==> src/rtl/qspi_shift_reg.sv <==
// qspi_shift_reg: byte-wide serializer/deserializer for the QSPI data path.
// A byte is loaded in IDLE and shifted out/in 1, 2 or 4 bits per beat
// (SINGLE/DUAL/QUAD) under the drive_edge / sample_edge strobes that come
// from the clock generator. The beat counter ends the byte on the last sample.
//
// Optional feature macro: QSPI_SHIFT_LSB_FIRST_EN
//   undefined (default): MSB first, left shifts, chunk taken from the top bits.
//   defined            : LSB first, right shifts, chunk taken from the low bits,
//                        received chunks enter at the top of the rx register.
//
// Handshake: load is a request qualified by load_ready (high only in IDLE);
// a load seen while load_ready=0, or with mode=11, is dropped without effect.
// byte_done / rx_valid are single-cycle pulses, registered, appearing in the
// first IDLE cycle after the final sample_edge.

`ifndef IO_WIDTH_DEFAULT
`define IO_WIDTH_DEFAULT 4
`endif
`ifndef DIR_WRITE
`define DIR_WRITE 1'b0
`endif
`ifndef DIR_READ
`define DIR_READ 1'b1
`endif

module qspi_shift_reg #(
    parameter int IO_WIDTH = `IO_WIDTH_DEFAULT
) (
    input  logic                clk,
    input  logic                reset,
    input  logic                drive_edge,
    input  logic                sample_edge,
    input  logic [1:0]          mode,
    input  logic                dir,
    input  logic                load,
    input  logic [7:0]          tx_data,
    output logic                load_ready,
    output logic [IO_WIDTH-1:0] data_out,
    input  logic [IO_WIDTH-1:0] data_in,
    output logic [7:0]          rx_data,
    output logic                rx_valid,
    output logic                byte_done,
    output logic                busy,
    output logic                state_dbg
);

    typedef enum logic {
        IDLE  = 1'b0,
        SHIFT = 1'b1
    } state_t;

    localparam logic [1:0] MODE_SINGLE  = 2'b00;
    localparam logic [1:0] MODE_DUAL    = 2'b01;
    localparam logic [1:0] MODE_INVALID = 2'b11;

    state_t     state_q;
    logic [7:0] tx_q;
    logic [7:0] rx_q;
    logic [3:0] cnt_q;
    logic [1:0] mode_q;
    logic       dir_q;
    logic [7:0] rx_data_q;
    logic       rx_valid_q;
    logic       byte_done_q;

    logic [3:0] chunk_d;
    logic [7:0] tx_d;
    logic [7:0] rx_d;
    logic       unused_din;

    // Lines above the four QSPI data lines carry nothing into this block.
    assign unused_din = ^data_in;

    // Per latched mode: the chunk presented to the io stage, and the shifted
    // tx / rx register values applied on drive_edge / sample_edge.
    always_comb begin
        chunk_d = 4'b0000;
        tx_d    = tx_q;
        rx_d    = rx_q;
        case (mode_q)
            MODE_SINGLE: begin
`ifdef QSPI_SHIFT_LSB_FIRST_EN
                chunk_d = {3'b000, tx_q[0]};
                tx_d    = {1'b0, tx_q[7:1]};
                rx_d    = {data_in[0], rx_q[7:1]};
`else
                chunk_d = {3'b000, tx_q[7]};
                tx_d    = {tx_q[6:0], 1'b0};
                rx_d    = {rx_q[6:0], data_in[0]};
`endif
            end
            MODE_DUAL: begin
`ifdef QSPI_SHIFT_LSB_FIRST_EN
                chunk_d = {2'b00, tx_q[1:0]};
                tx_d    = {2'b00, tx_q[7:2]};
                rx_d    = {data_in[1:0], rx_q[7:2]};
`else
                chunk_d = {2'b00, tx_q[7:6]};
                tx_d    = {tx_q[5:0], 2'b00};
                rx_d    = {rx_q[5:0], data_in[1:0]};
`endif
            end
            default: begin
                // QUAD; mode 11 is never latched so it cannot reach here.
`ifdef QSPI_SHIFT_LSB_FIRST_EN
                chunk_d = tx_q[3:0];
                tx_d    = {4'b0000, tx_q[7:4]};
                rx_d    = {data_in[3:0], rx_q[7:4]};
`else
                chunk_d = tx_q[7:4];
                tx_d    = {tx_q[3:0], 4'b0000};
                rx_d    = {rx_q[3:0], data_in[3:0]};
`endif
            end
        endcase
    end

    // Drive the io stage only while shifting; unused lines stay low.
    always_comb begin
        data_out = '0;
        if (state_q == SHIFT) begin
            data_out[3:0] = chunk_d;
        end
    end

    // IDLE/SHIFT controller with registered completion pulses.
    always_ff @(posedge clk or posedge reset) begin
        if (reset) begin
            state_q     <= IDLE;
            tx_q        <= 8'h00;
            rx_q        <= 8'h00;
            cnt_q       <= 4'd0;
            mode_q      <= 2'b00;
            dir_q       <= `DIR_WRITE;
            rx_data_q   <= 8'h00;
            rx_valid_q  <= 1'b0;
            byte_done_q <= 1'b0;
        end else begin
            rx_valid_q  <= 1'b0;
            byte_done_q <= 1'b0;
            case (state_q)
                IDLE: begin
                    if (load && (mode != MODE_INVALID)) begin
                        tx_q    <= tx_data;
                        rx_q    <= 8'h00;
                        mode_q  <= mode;
                        dir_q   <= dir;
                        state_q <= SHIFT;
                        case (mode)
                            MODE_SINGLE: cnt_q <= 4'd8;
                            MODE_DUAL:   cnt_q <= 4'd4;
                            default:     cnt_q <= 4'd2;
                        endcase
                    end
                end
                SHIFT: begin
                    if (drive_edge) begin
                        tx_q <= tx_d;
                    end
                    if (sample_edge) begin
                        rx_q  <= rx_d;
                        cnt_q <= cnt_q - 4'd1;
                        if (cnt_q == 4'd1) begin
                            state_q     <= IDLE;
                            byte_done_q <= 1'b1;
                            if (dir_q == `DIR_READ) begin
                                rx_data_q  <= rx_d;
                                rx_valid_q <= 1'b1;
                            end
                        end
                    end
                end
                default: state_q <= IDLE;
            endcase
        end
    end

    assign load_ready = (state_q == IDLE);
    assign busy       = (state_q == SHIFT);
    assign state_dbg  = state_q;
    assign rx_data    = rx_data_q;
    assign rx_valid   = rx_valid_q;
    assign byte_done  = byte_done_q;

endmodule

==> config.mk <==
export PLATFORM = sky130hd
export DESIGN_NAME = qspi_shift_reg
export DESIGN_NICKNAME = d
export VERILOG_FILES = /design/src/rtl/qspi_shift_reg.sv
export SDC_FILE = /design/constraint.sdc
export NUM_CORES = 1
export LEC_CHECK = 0
export BUFFER_PORTS_ARGS = -buffer_cell sky130_fd_sc_hd__buf_2
export CORE_MARGIN = 8
export CORE_UTILIZATION = 55
export DETAILED_ROUTE_END_ITERATION = 7
export GPL_ROUTABILITY_DRIVEN = 1
export PLACE_DENSITY_LB_ADDON = 0.15
export SYNTH_ARGS = -nofsm -noshare
export SYNTH_HDL_FRONTEND = slang
export SYNTH_SLANG_ARGS = --single-unit
==> constraint.sdc <==
create_clock -name clk -period 2.8 [get_ports clk]
set_clock_uncertainty 0.15 [all_clocks]
set_input_delay 0.42 -clock clk [delete_from_list [all_inputs] [get_ports clk]]
set_output_delay 0.42 -clock clk [all_outputs]
set_load 0.01 [all_outputs]
# Word-level counts from Yosys, hierarchy flattened
# Cells that the tools add are included.
[word_totals] ff_bits=33 elab_cells=50
[classes] n_addsub=1 n_eq_ne=7 mux=25 bitwise=1 n_reduce_logical=7
[op_table] operator="$pmux W8 S2" n=3
[op_table] operator="$pmux W4 S2" n=3
[op_table] operator="$mux W8" n=2
[op_table] operator="$mux W7" n=2
[op_table] operator="$pmux W7 S2" n=1
[op_table] operator="$mux W4" n=3
[op_table] operator="$mux W1" n=10
[op_table] operator="$ne A2 B2 Y1 const B" n=3
[op_table] operator="$reduce_and A2 Y1" n=3
[op_table] operator="$eq A2 B1 Y1 const B" n=2
[op_table] operator="$eq A4 B1 Y1 const B" n=1
[op_table] operator="$logic_not A2 Y1" n=2
[op_table] operator="$reduce_and A4 Y1" n=1
[op_table] operator="$sub A4 B1 Y4 const B" n=1
[op_table] operator="$ne A2 B1 Y1 const B" n=1
[op_table] operator="$pmux W1 S2" n=1
[op_table] operator="$logic_and A1 B1 Y1" n=1
[op_table] operator="$not A1 Y1" n=1

# Logic depth before layout (Yosys ltp)
# Gate-level depths: netlist of run 1.
[depth] word_depth=4 ltp_mapped=5 mapped_depth_nobuf=5

# Worst setup path before layout of run 1
# Ideal clock, no wire load.
[synth_timing] kind="reg-to-output" start="register state_q, in the netlist busy" end="output port data_out[0]" arrival_ns=1.122 required_ns=2.230 slack_ns=1.108 path_stages_with_launch=4 path_buffers=1 path_cell_list="dfrtp_1 -> buf_2 -> inv_1 -> a211oi_1"
[synth_between] elab_chain_cells=1
[synth_lines] element="start: declaration" line_no="56" text="state_t state_q;"
[synth_lines] element="start signal: assignment" line_no="129" text="state_q <= IDLE;"
[synth_lines] element="start signal: assignment" line_no="148" text="state_q <= SHIFT;"
[synth_lines] element="start signal: assignment" line_no="164" text="state_q <= IDLE;"
[synth_lines] element="$mux W4" line_no="121" text="if (state_q == SHIFT) begin"
[synth_lines] element="end: declaration" line_no="38" text="output logic [IO_WIDTH-1:0] data_out,"
# Every way passes these cells.

# Worst setup path in the final report of run 1
[layout_timing] start="register mode_q[0]" end="output port data_out[0]"
[layout_between] elab_chain_cells=3 word_cells_on_any_way=4 cone_classes="1 x eq/ne; 2 x mux; 1 x reduce/logical"
[layout_lines] element="start: declaration" line_no="60" text="logic [1:0] mode_q;"
[layout_lines] element="start signal: assignment" line_no="146" text="mode_q <= mode;"
[layout_lines] element="$eq A2 B1 Y1 / $logic_not A2 Y1 (equally long branches)" line_no="80" text="case (mode_q)"
[layout_lines] element="$pmux W4 S2 (*)" line_no="80"
[layout_lines] element="$mux W4 (*)" line_no="121"
# Every way passes the cells marked *; elsewhere a longest branch is shown, timed or not.

==> summary.md, run 1 <==
| Metric | Value |
|---|---|
| Crit-path leading delay family | flip-flops |
| Area leader, netlist | dfrtp_1 |
| Peak VDD IR | 0.487 mV |
| Crit path required time | 2230 ps |
| DRT antenna net count | 0 |
| DR WL/cell | 16.1 µm |
| Synth Net Count | 203 |
| Clk Latency, worst-skew pair | 330 ps |
| Layout Nets | 237 |
| Relative max-transition margin | 54.5% |
| CP Cell Sequence | mux2i_1 > a211oi_1 > buf_2 |
| Detailed placer's ending HPWL | 3120 µm |
| Largest net degree at the start of global routing | 34 |
| CP Max Fanout | 17 |
| Die H | 73.7 µm |
| Avg Inst Size Synth | 10.1 µm² |
| Critical Path Source Type | flop |
| GPL Wtd Cong | 0.856 |
| DRC Markers | 0 |
| CTS tree | yes |
| Final setup TNS | 0 ps |
| CP endpoint kind | output pin |
| Util after Layout | 63.3% |
| Unique masters post-synth | 39 |
| RSZ-0062 raised after global routing | false |
| CP Buf/Inv Count | 1 |
| Most used DFF post-synth | dfrtp_1 |
| Top cell type's share of synthesized area | 45.2% |
| Post_cts resized | 0 |
| Power after layout | 2020 µW |
| Tcrit/Tclk final | 81.1% |
| Clock transition at path regs | 110 ps |
| Worst Slack Setup Final | 530 ps |
| First-pass GRT wire length | 6920 µm |
| Gr usage total | 16.5% |
| Final setup violation count | 0 |
| Sequential share of the synthesized area | 45.2% |
| Count leader, synth | dfrtp_1 |
| Area of the die | 0.00542 mm² |
| Vias | 1516 |
| Flops & latches, synth | 33 |
| CTS sink cnt | 33 |
| Via density per instance | 5.79 |
| PD cells | 981 mW/mm² |
| Async set-reset flop share out of synthesis | 100% |
| Post-synth EDFFs | 0 |
| # diodes | 0 |
| Core Area | 0.00326 mm² |
| Minimum clock period | 2270 ps |
| Final Hold Viols | 3 |
| Rows | 21 |
| Initial antenna violation count | 0 |
| Synth area leaders | dfrtp_1, mux2i_1, nand2_1, mux2_2, o21ai_0 |
| Congestion Overflow GR | 0 |
| Port bufs | 36 |
| Hold Path Class | input port to asynchronous set/reset pin |
| Pre-CTS WS | 760 ps |
| DR iter-0 viols | 209 |
| Pleak | 0.00100 µW |
| Hold_ws | -3.65 ps |
| Failing checks | hold timing |
| Drt total wl | 4220 µm |
| Post-CTS setup buffer count | 0 |
| Yosys warnings | 0 |
| Num CTS Buffers | 5 |
| Share of cells above drive strength 1 | 25.9% |
| Root buffer cell | clkbuf_4 |
| Syn-to-layout area delta | 12.8% |
| Max-cap viol count | 0 |
| Fill cells | 301 |
| Worst path slowest cell | dfrtp_1 |
| Most common library cells after synthesis | dfrtp_1, mux2i_1, nand2_1, inv_1, o21ai_0 |
| Boundary pin count | 37 |
| Mapped cell area | 0.00183 mm² |
| Drt first pass iters | 4 |
| Mapped Cells | 181 |
| CTS max path bufs | 2 |
| Slowest stage delay, CP | 790 ps |
| Worst Setup Path Type | flop to output pin |
| Depth of the CTS H-tree | 2 |
| Highest clock rate | 441 MHz |
| Worst-margin pin slew | 683 ps |
| Critical Path AT | 1700 ps |
| # hold bufs at CTS | 0 |
| Status | finished, violations left |
| Max-slew violations | 0 |
| Die Wd | 73.7 µm |
| Initial core utilization | 56.1% |
| Via count of the first global-routing pass | 1415 |
==> path summary, 6_finish.rpt <==
path                            start     endpoint  slack (ps)  cells past startpoint
hold reg to reg            rx_data[7]   rx_data[7]         340                      1
setup reg to reg                 busy   rx_data[7]         730                      3
min in group clk           data_in[0]      rx_q[0]         150                      3
hold / removal                  reset        dir_q          -4                      3
setup / recovery            mode_q[0]  data_out[0]         530                      3
max in group asynchronous       reset    mode_q[1]        2200                      3
==> layer usage <==
metal	vias up	global-route usage, %	part of all wire [%]
met5	-	0	0
met4	0	5.32	0.76
met3	4	4.37	6.9
met2	56	25.4	48
met1	737	21.9	45
li1	719	-	-
==> power by group <==
part | leakage, µW | switching, µW | internal (µW) | total [µW]
Clock | 0.0000320 | 161 | 95.7 | 257
Sequential | 0.000401 | 252 | 668 | 920
Combinational | 0.000568 | 421 | 424 | 845
==> per-stage QoR <==
stage	instances	hold slack, ps	area, µm²
2_1_floorplan	181	300	1830
3_3_place_gp	254	313	2010
3_5_place_dp	254	327	2010
4_1_cts	262	11.0	2060
5_1_grt	262	29.0	2060
6_report	262	-3.65	2060
==> state kept, by name, summed over array words and instances (netlist names) <==
register and cells:
rx_q 7, cnt_q 4, tx_q 8, dir_q 1, rx_data 8, byte_done 1
busy 1, mode_q 2, rx_valid 1
==> layout by cell type, fill, tap and decap left out, drive strengths merged, types with 2 or more instances in the layout <==
master / count
a221o: 3
mux2i: 18
and3: 6
a311oi: 4
nor2: 7
a21oi: 8
inv: 12
clkbuf: 6
nand2: 18
ha: 2
dfrtp: 33
nor2b: 5
o22ai: 5
and2: 3
buf: 38
a211oi: 6
clkinv: 2
nand3: 5
mux2: 11
o21ai: 13
==> cells by family after synthesis <==
kind of cell	count (synthesis)	synth area share, %
and+or+nand+nor	48	13.6
AOI/OAI and AO/OA	45	16.3
DFF	33	45.2
muxes	29	16.8
buffers and inverters	23	6.30
adders and majority gates	2	1.37
xor gates and xnor gates	1	0.479
==> layout make-up <==
type                            count  area, µm²  area share [%]
Clock inverter                      2       10.0           0.485
Sequential cell                    33        826            40.0
Inverter                           12       45.0            2.18
Timing Repair Buffer               38        195            9.47
Clock buffer                        6       41.3            2.00
Multi-Input combinational cell    125        887            43.0
Tap cell                           46       57.6            2.79
==> worst register-to-register path, delay by kind of cell (launching register included) <==
| kind | cells | cell delay, ps |
|---|---|---|
| AND/OR/NAND/NOR | 2 | 790 |
| flip-flops | 1 | 660 |
| multiplexers | 1 | 370 |
No activity file was read; power rests on OpenSTA's default activity.
==> run 2, diff against run 1 <==
CORE_UTILIZATION = 54   (was 55)
clock period = 2.2 ns   (was 2.8 ns; I/O delays follow)
==> run 2 against run 1 <==
Compared with the run above: the run now ends clean; flip-flop and latch count stayed put; clock power increased by 32%; power rose by 28%; die area is 1.4% higher; critical path depth stayed put; global-route usage fell by 0.098 points; final area increased by 1.5%; critical endpoint unchanged; largest cell class unchanged; largest power group unchanged; highest routed layer unchanged.
==> summary.md, run 2 (synthesis results as in run 1) <==
| Metric | Value |
|---|---|
| Status | finished clean |
| Worst Setup Path Type | flop to output pin |
| Layout Nets | 240 (+1.3%) |
| Initial antenna violation count | 0 (unchanged) |
| Detailed placer's ending HPWL | 3120 µm (about the same) |
| Largest net degree at the start of global routing | 34 (unchanged) |
| Most frequent cells in the layout | buf_2, dfrtp_1, nand2_1, mux2i_1 |
| Sw power | 1070 µW (+28%) |
| Highest clock rate | 491 MHz |
| P_int | 1530 µW (+28%) |
| Die H | 74.2 µm (+0.72%) |
| Area after DPL | 0.00203 mm² (+0.75%) |
| CTS tree | yes |
| Gr usage total | 16.5% (-0.098 points) |
| Comb power frac | 43.5% (+1.7 points) |
| PD cells | 1240 mW/mm² (+27%) |
| Final Hold Viols | 0 (-3) |
| Peak VDD IR | 0.684 mV (+41%) |
| Share of cells above drive strength 1 | 27.4% (+1.5 points) |
| Clk pwr share | 13.0% (+0.3 points) |
| Congestion Overflow GR | 0 (unchanged) |
| Boundary pin count | 37 (unchanged) |
| Clk Latency, worst-skew pair | 340 ps (about the same) |
| Rows | 21 (unchanged) |
| GPL Wtd Cong | 0.852 (-0.53%) |
| Max-cap viol count | 0 (unchanged) |
| Syn-to-layout area delta | 14.4% |
| Clock transition at path regs | 110 ps (about the same) |
| Drt first pass iters | 4 (unchanged) |
| Switching power share of the total | 41.2% (about the same) |
| Via count of the first global-routing pass | 1510 (+6.7%) |
| CTS sink cnt | 33 (unchanged) |
| Final Instance Area | 0.00209 mm² (+1.5%) |
| Core Area | 0.00328 mm² (+0.81%) |
| DR WL/cell | 15.9 µm (-1.2%) |
| RSZ-0062 raised after global routing | false |
| Critical Path Source Type | flop |
| DRC Markers | 0 (unchanged) |
| Tcrit/Tclk final | 92.7% |
| Post-Place Cells | 256 (+0.79%) |
| Power after layout | 2600 µW (+28%) |
| Leading cell type in the layout, fill and taps excluded | buf_2 |
| Critical Path AT | 1560 ps (-140 ps) |
| Crit path required time | 1720 ps (-510 ps) |
| Pleak | 0.00101 µW (+1.2%) |
| Area of the die | 0.00550 mm² (+1.4%) |
| Max-slew violations | 0 (unchanged) |
| DRT antenna net count | 0 (unchanged) |
| Hold_ws | 54.7 ps (+58.4 ps) |
| Worst-margin pin slew | 435 ps (-248 ps) |
| Hold Path Class | input port to flop |
| Vias | 1478 (-2.5%) |
| Minimum clock period | 2040 ps |
| Final setup TNS | 0 ps (unchanged) |
| CP Max Fanout | 17 (unchanged) |
| # diodes | 0 (unchanged) |
| Via density per instance | 5.58 (-3.6%) |
| Sequential power share | 43.5% (-2.0 points) |
| Layout Cells excl Fill | 265 (+1.1%) |
| Num CTS Buffers | 5 (unchanged) |
| First-pass GRT wire length | 6940 µm (+0.30%) |
| CP endpoint kind | output pin |
| Post-CTS setup buffer count | 0 (unchanged) |
| Initial core utilization | 55.7% (-0.45 points) |
| Root buffer cell | clkbuf_4 |
| Die Wd | 74.2 µm (+0.72%) |
| CTS max path bufs | 2 (unchanged) |
| Relative max-transition margin | 70.9% (+16 points) |
| DR iter-0 viols | 76 (-64%) |
| Final setup violation count | 0 (unchanged) |
| Port bufs | 36 (unchanged) |
| Depth of the CTS H-tree | 2 (unchanged) |
| Drt total wl | 4220 µm (about the same) |
[run 2: cell types whose count changed in the layout (fill, tap and decap cells not counted)]
cell | before | now
dfrtp_1 | 33 | 32
dfrtp_2 | 0 | 1
clkbuf_1 | 1 | 0
dlygate4sd3_1 | 0 | 1
clkinvlp_4 | 0 | 1
buf_4 | 2 | 4
[run 2: power groups by stage]
stage | clock (µW) | sequential (µW) | combinational, µW
floorplan | 0 | 1050 | 890
global placement | 0 | 1120 | 1100
detailed placement | 0 | 1130 | 1140
CTS | 345 | 1120 | 1140
global route | 379 | 1170 | 1260
finish | 338 | 1130 | 1130
[run 2: critical path, cell delays in order (launching register included)]
cell and delay (ps):
dfrtp_1 610, inv_1 250, a211oi_1 200, buf_2 160
[run 2: final timing paths]
check                               to  depth (start not counted)        from  slack, ps
min reg2reg                 rx_data[0]                          1  rx_data[0]        340
min in group asynchronous     rx_valid                          4       reset        450
max in group asynchronous    mode_q[0]                          4       reset       1130
max                        data_out[0]                          3        busy        160
min                              dir_q                          2         dir         50
max reg2reg                 rx_data[2]                          4        busy        370
[run 2: per-layer routing]
| layer | global-route usage, % | up-vias | part of all wire [%] |
|---|---|---|---|
| met3 | 4.58 | 5 | 5.7 |
| met5 | 0 | - | 0 |
| met1 | 18.7 | 705 | 43 |
| li1 | - | 727 | - |
| met4 | 5.76 | 0 | 1.2 |
| met2 | 28.7 | 41 | 50 |
[run 2: cell type report]
| cell class | count | area, µm² |
|---|---|---|
| fill | 281 | 1190 |
| multi-input combinational | 125 | 887 |
| sequential | 33 | 827 |
| timing repair buffer | 41 | 220 |
| tap | 46 | 57.6 |
| inverter | 12 | 45.0 |
| clock buffer | 5 | 37.5 |
| clock inverter | 3 | 17.5 |
[run 2: per-stage QoR]
| step | worst slack (ps) | utilization (%) |
|---|---|---|
| after floorplan | 598 | - |
| after global placement | 415 | 61.7 |
| after detailed placement | 365 | 61.7 |
| after CTS | 30.6 | 63.7 |
| after global routing | 64.4 | 63.7 |
| final | 162 | 63.7 |
[run 2: repair_timing]
item	CTS	global route
resized for setup	0	1
hold endpoints to repair	33	0
hold buffers	1	0
setup endpoints to repair	0	1
==> run 3, diff against run 2 <==
ABC_AREA = 1   (was unset)
==> run 3 against run 2 <==
Compared with the run above: non-clock buffer count did not move; die area shrank 0.16%; worst hold slack lost 3.7 ps; flip-flop and latch count unchanged; combinational power barely moved; critical path depth is 3 higher; critical endpoint unchanged; register-to-register slack better by 190 ps; global-route usage is 1.4 points lower; first-iteration DRC count increased by 66%; synthesized area is 0.21% lower; final area is 0.60% higher; fmax shrank 1.2%.
==> summary.md, run 3 <==
| Metric | Value |
|---|---|
| Worst Setup Path Type | flop to output pin |
| Final setup violation count | 0 (unchanged) |
| Post_cts resized | 0 (unchanged) |
| Port bufs | 36 (unchanged) |
| CTS sink cnt | 33 (unchanged) |
| First-pass GRT wire length | 6520 µm (-6.1%) |
| Most common library cells after synthesis | nand2_1, dfrtp_1, nand3_1, o21ai_0, nor2_1 |
| Relative max-transition margin | 61.4% (-9.5 points) |
| Met2 Routed Length | 1690 µm (-20%) |
| Post-synth EDFFs | 0 (unchanged) |
| Num CTS Buffers | 5 (unchanged) |
| Top cell type's share of synthesized area | 45.3% (+0.093 points) |
| # diodes | 0 (unchanged) |
| Slowest stage delay, CP | 600 ps (about the same) |
| Status | finished clean |
| Final setup TNS | 0 ps (unchanged) |
| Sequential share of the synthesized area | 45.3% (+0.093 points) |
| Yosys warnings | 0 (unchanged) |
| M1 wire length | 1820 µm (unchanged) |
| Drt first pass iters | 4 (unchanged) |
| Hold Path Class | input port to flop |
| Mapped cell area | 0.00182 mm² (-0.21%) |
| Post-CTS setup buffer count | 0 (unchanged) |
| Async set-reset flop share out of synthesis | 100% (unchanged) |
| Worst R2R Start | busy |
| Gr usage total | 15.0% (-1.4 points) |
| Most used DFF post-synth | dfrtp_1 |
| Worst-margin pin slew | 578 ps (+144 ps) |
| Top Layer Used | met4 |
| Drt total wl | 3770 µm (-11%) |
| RSZ-0062 raised after global routing | false |
| Highest clock rate | 485 MHz (-1.2%) |
| Flops & latches, synth | 33 (unchanged) |
| DRC Markers | 0 (unchanged) |
| Die H | 74.1 µm (about the same) |
| PD cells | 1260 mW/mm² (+1.3%) |
| Hold_ws | 51.1 ps (-3.66 ps) |
| Layout Nets | 299 (+25%) |
| Minimum clock period | 2060 ps (+24.7 ps) |
| CTS max path bufs | 2 (unchanged) |
| Initial core utilization | 55.5% (-0.11 points) |
| Clock transition at path regs | 100 ps (about the same) |
| Synth area leaders | dfrtp_1, nand2_1, nand3_1, o21ai_0, a21oi_1 |
| Avg Inst Size Synth | 7.63 µm² (-24%) |
| Layout Cells excl Fill | 324 (+22%) |
| Core Area | 0.00328 mm² (unchanged) |
| Root buffer cell | clkbuf_4 |
| Count leader, synth | nand2_1 |
| CP endpoint kind | output pin |
| Depth of the CTS H-tree | 2 (unchanged) |
| Area of the die | 0.00549 mm² (-0.16%) |
| Unique masters post-synth | 23 (-41%) |
| Crit path required time | 1720 ps (about the same) |
| Post-Place Cells | 315 (+23%) |
| Mapped Cells | 239 (+32%) |
| WL met3 | 218 µm (-9.5%) |
| Most common cell on crit path | inv_1 |
| Final Hold Viols | 0 (unchanged) |
| Syn-to-layout area delta | 15.4% |
| DR WL/cell | 11.6 µm (-27%) |
| Critical Path Source Type | flop |
| Pleak | 0.00118 µW (+17%) |
| Rows | 21 (unchanged) |
| HP Start | dir |
| Boundary pin count | 37 (unchanged) |
| Peak VDD IR | 0.634 mV (-7.3%) |
| Critical Path AT | 1580 ps (+20 ps) |
| Most frequent cells in the layout | nand2_1, buf_2, dfrtp_1 |
| Via density per instance | 5.04 (-9.7%) |
| Via count of the first global-routing pass | 1486 (-1.6%) |
| CTS tree | yes |
| Detailed placer's ending HPWL | 2810 µm (-9.7%) |
| Synth Net Count | 261 (+29%) |
| Max-cap viol count | 0 (unchanged) |
| Max-slew violations | 0 (unchanged) |
| Area leader, netlist | dfrtp_1 |
| GPL Wtd Cong | 0.804 (-5.6%) |
| Largest net degree at the start of global routing | 34 (unchanged) |
| Worst path slowest cell | dfrtp_1 |
| Initial antenna violation count | 0 (unchanged) |
| DRT antenna net count | 0 (unchanged) |
| Tcrit/Tclk final | 93.8% (+1.1 points) |
| Clk Latency, worst-skew pair | 320 ps (-20 ps) |
| Die Wd | 74.1 µm (about the same) |
| DR iter-0 viols | 126 (+66%) |
| Congestion Overflow GR | 0 (unchanged) |
| Leading cell type in the layout, fill and taps excluded | nand2_1 |
| CP Launch Point | mode_q[1] |
| CP Max Fanout | 17 (unchanged) |
| Vias | 1632 (+10%) |
| Share of cells above drive strength 1 | 23.7% (-3.7 points) |
| CP Cell Sequence | nor2_4 > inv_1 > o211ai_1 > nand2_1 > inv_1 > buf_2 |
[run 3: cell count changes in the layout (fill, tap and decap cells not counted), sizes merged, moves of 11 or more]
| cell | change |
|---|---|
| nand3 | +26 |
| mux2 | -11 |
| nand2 | +92 |
| mux2i | -18 |
[run 3: worst max-delay path: cells and delay by family (launching register included)]
family / cells / cell delay, ps
simple gates: 2 / 260
flops: 1 / 600
compound gates: 1 / 170
buf+inv: 3 / 230
[run 3: power breakdown]
| part | internal (µW) | total (µW) | switching, µW |
|---|---|---|---|
| logic | 440 | 1120 | 679 |
| registers | 822 | 1060 | 239 |
| clock network | 271 | 468 | 196 |
| total | 1530 | 2650 | 1110 |
[run 3: path summary, 6_finish.rpt]
path / slack, ps / cells after the start / end
worst max-delay path: 140 / 6 / data_out[0]
worst min-delay path: 50 / 3 / dir_q
worst max register to register: 560 / 5 / rx_data[4]
worst min register to register: 350 / 2 / rx_data[1]
max in group asynchronous: 1130 / 4 / tx_q[0]
min in group asynchronous: 460 / 4 / cnt_q[1]
[run 3: repair_timing]
action,4_1_cts,5_1_grt
endpoints found under the setup margin,0,0
hold buffers,1,0
hold endpoints to repair,33,0
[run 3: per-stage QoR]
step | util [%] | setup WS, ps | power, µW | area, µm²
after floorplan | - | 705 | 1950 | 1820
after global placement | 61.2 | 495 | 2180 | 2010
after detailed placement | 61.2 | 486 | 2200 | 2010
after CTS | 64.1 | 114 | 2670 | 2100
after global routing | 64.1 | 12.2 | 2890 | 2100
final | 64.1 | 137 | 2650 | 2100
[run 3: kinds of logic (layout without fill, tap and decap cells)]
| group | count (synthesis) | count (layout) | share of synthesized area (%) |
|---|---|---|---|
| flops | 33 | 33 | 45.3 |
| buf+inv | 22 | 61 | 7.13 |
| fa+ha+maj | 2 | 2 | 1.37 |
| simple gates | 159 | 159 | 39.6 |
| compound gates | 23 | 23 | 6.58 |
[run 3: routing by layer]
layer  GRT usage [%]  up-vias
met3            3.91        5
met5               0        -
met1            20.4      735
li1                -      843
met4            4.66        0
met2            22.7       49
[run 3: cell type report]
class	count	area (µm²)
Clock buffer	7	55.1
Fill cell	298	1180
Tap cell	46	57.6
Inverter	12	47.5
Multi-Input combinational cell	184	868
Clock inverter	1	30.0
Sequential cell	33	826
Timing Repair Buffer	41	220
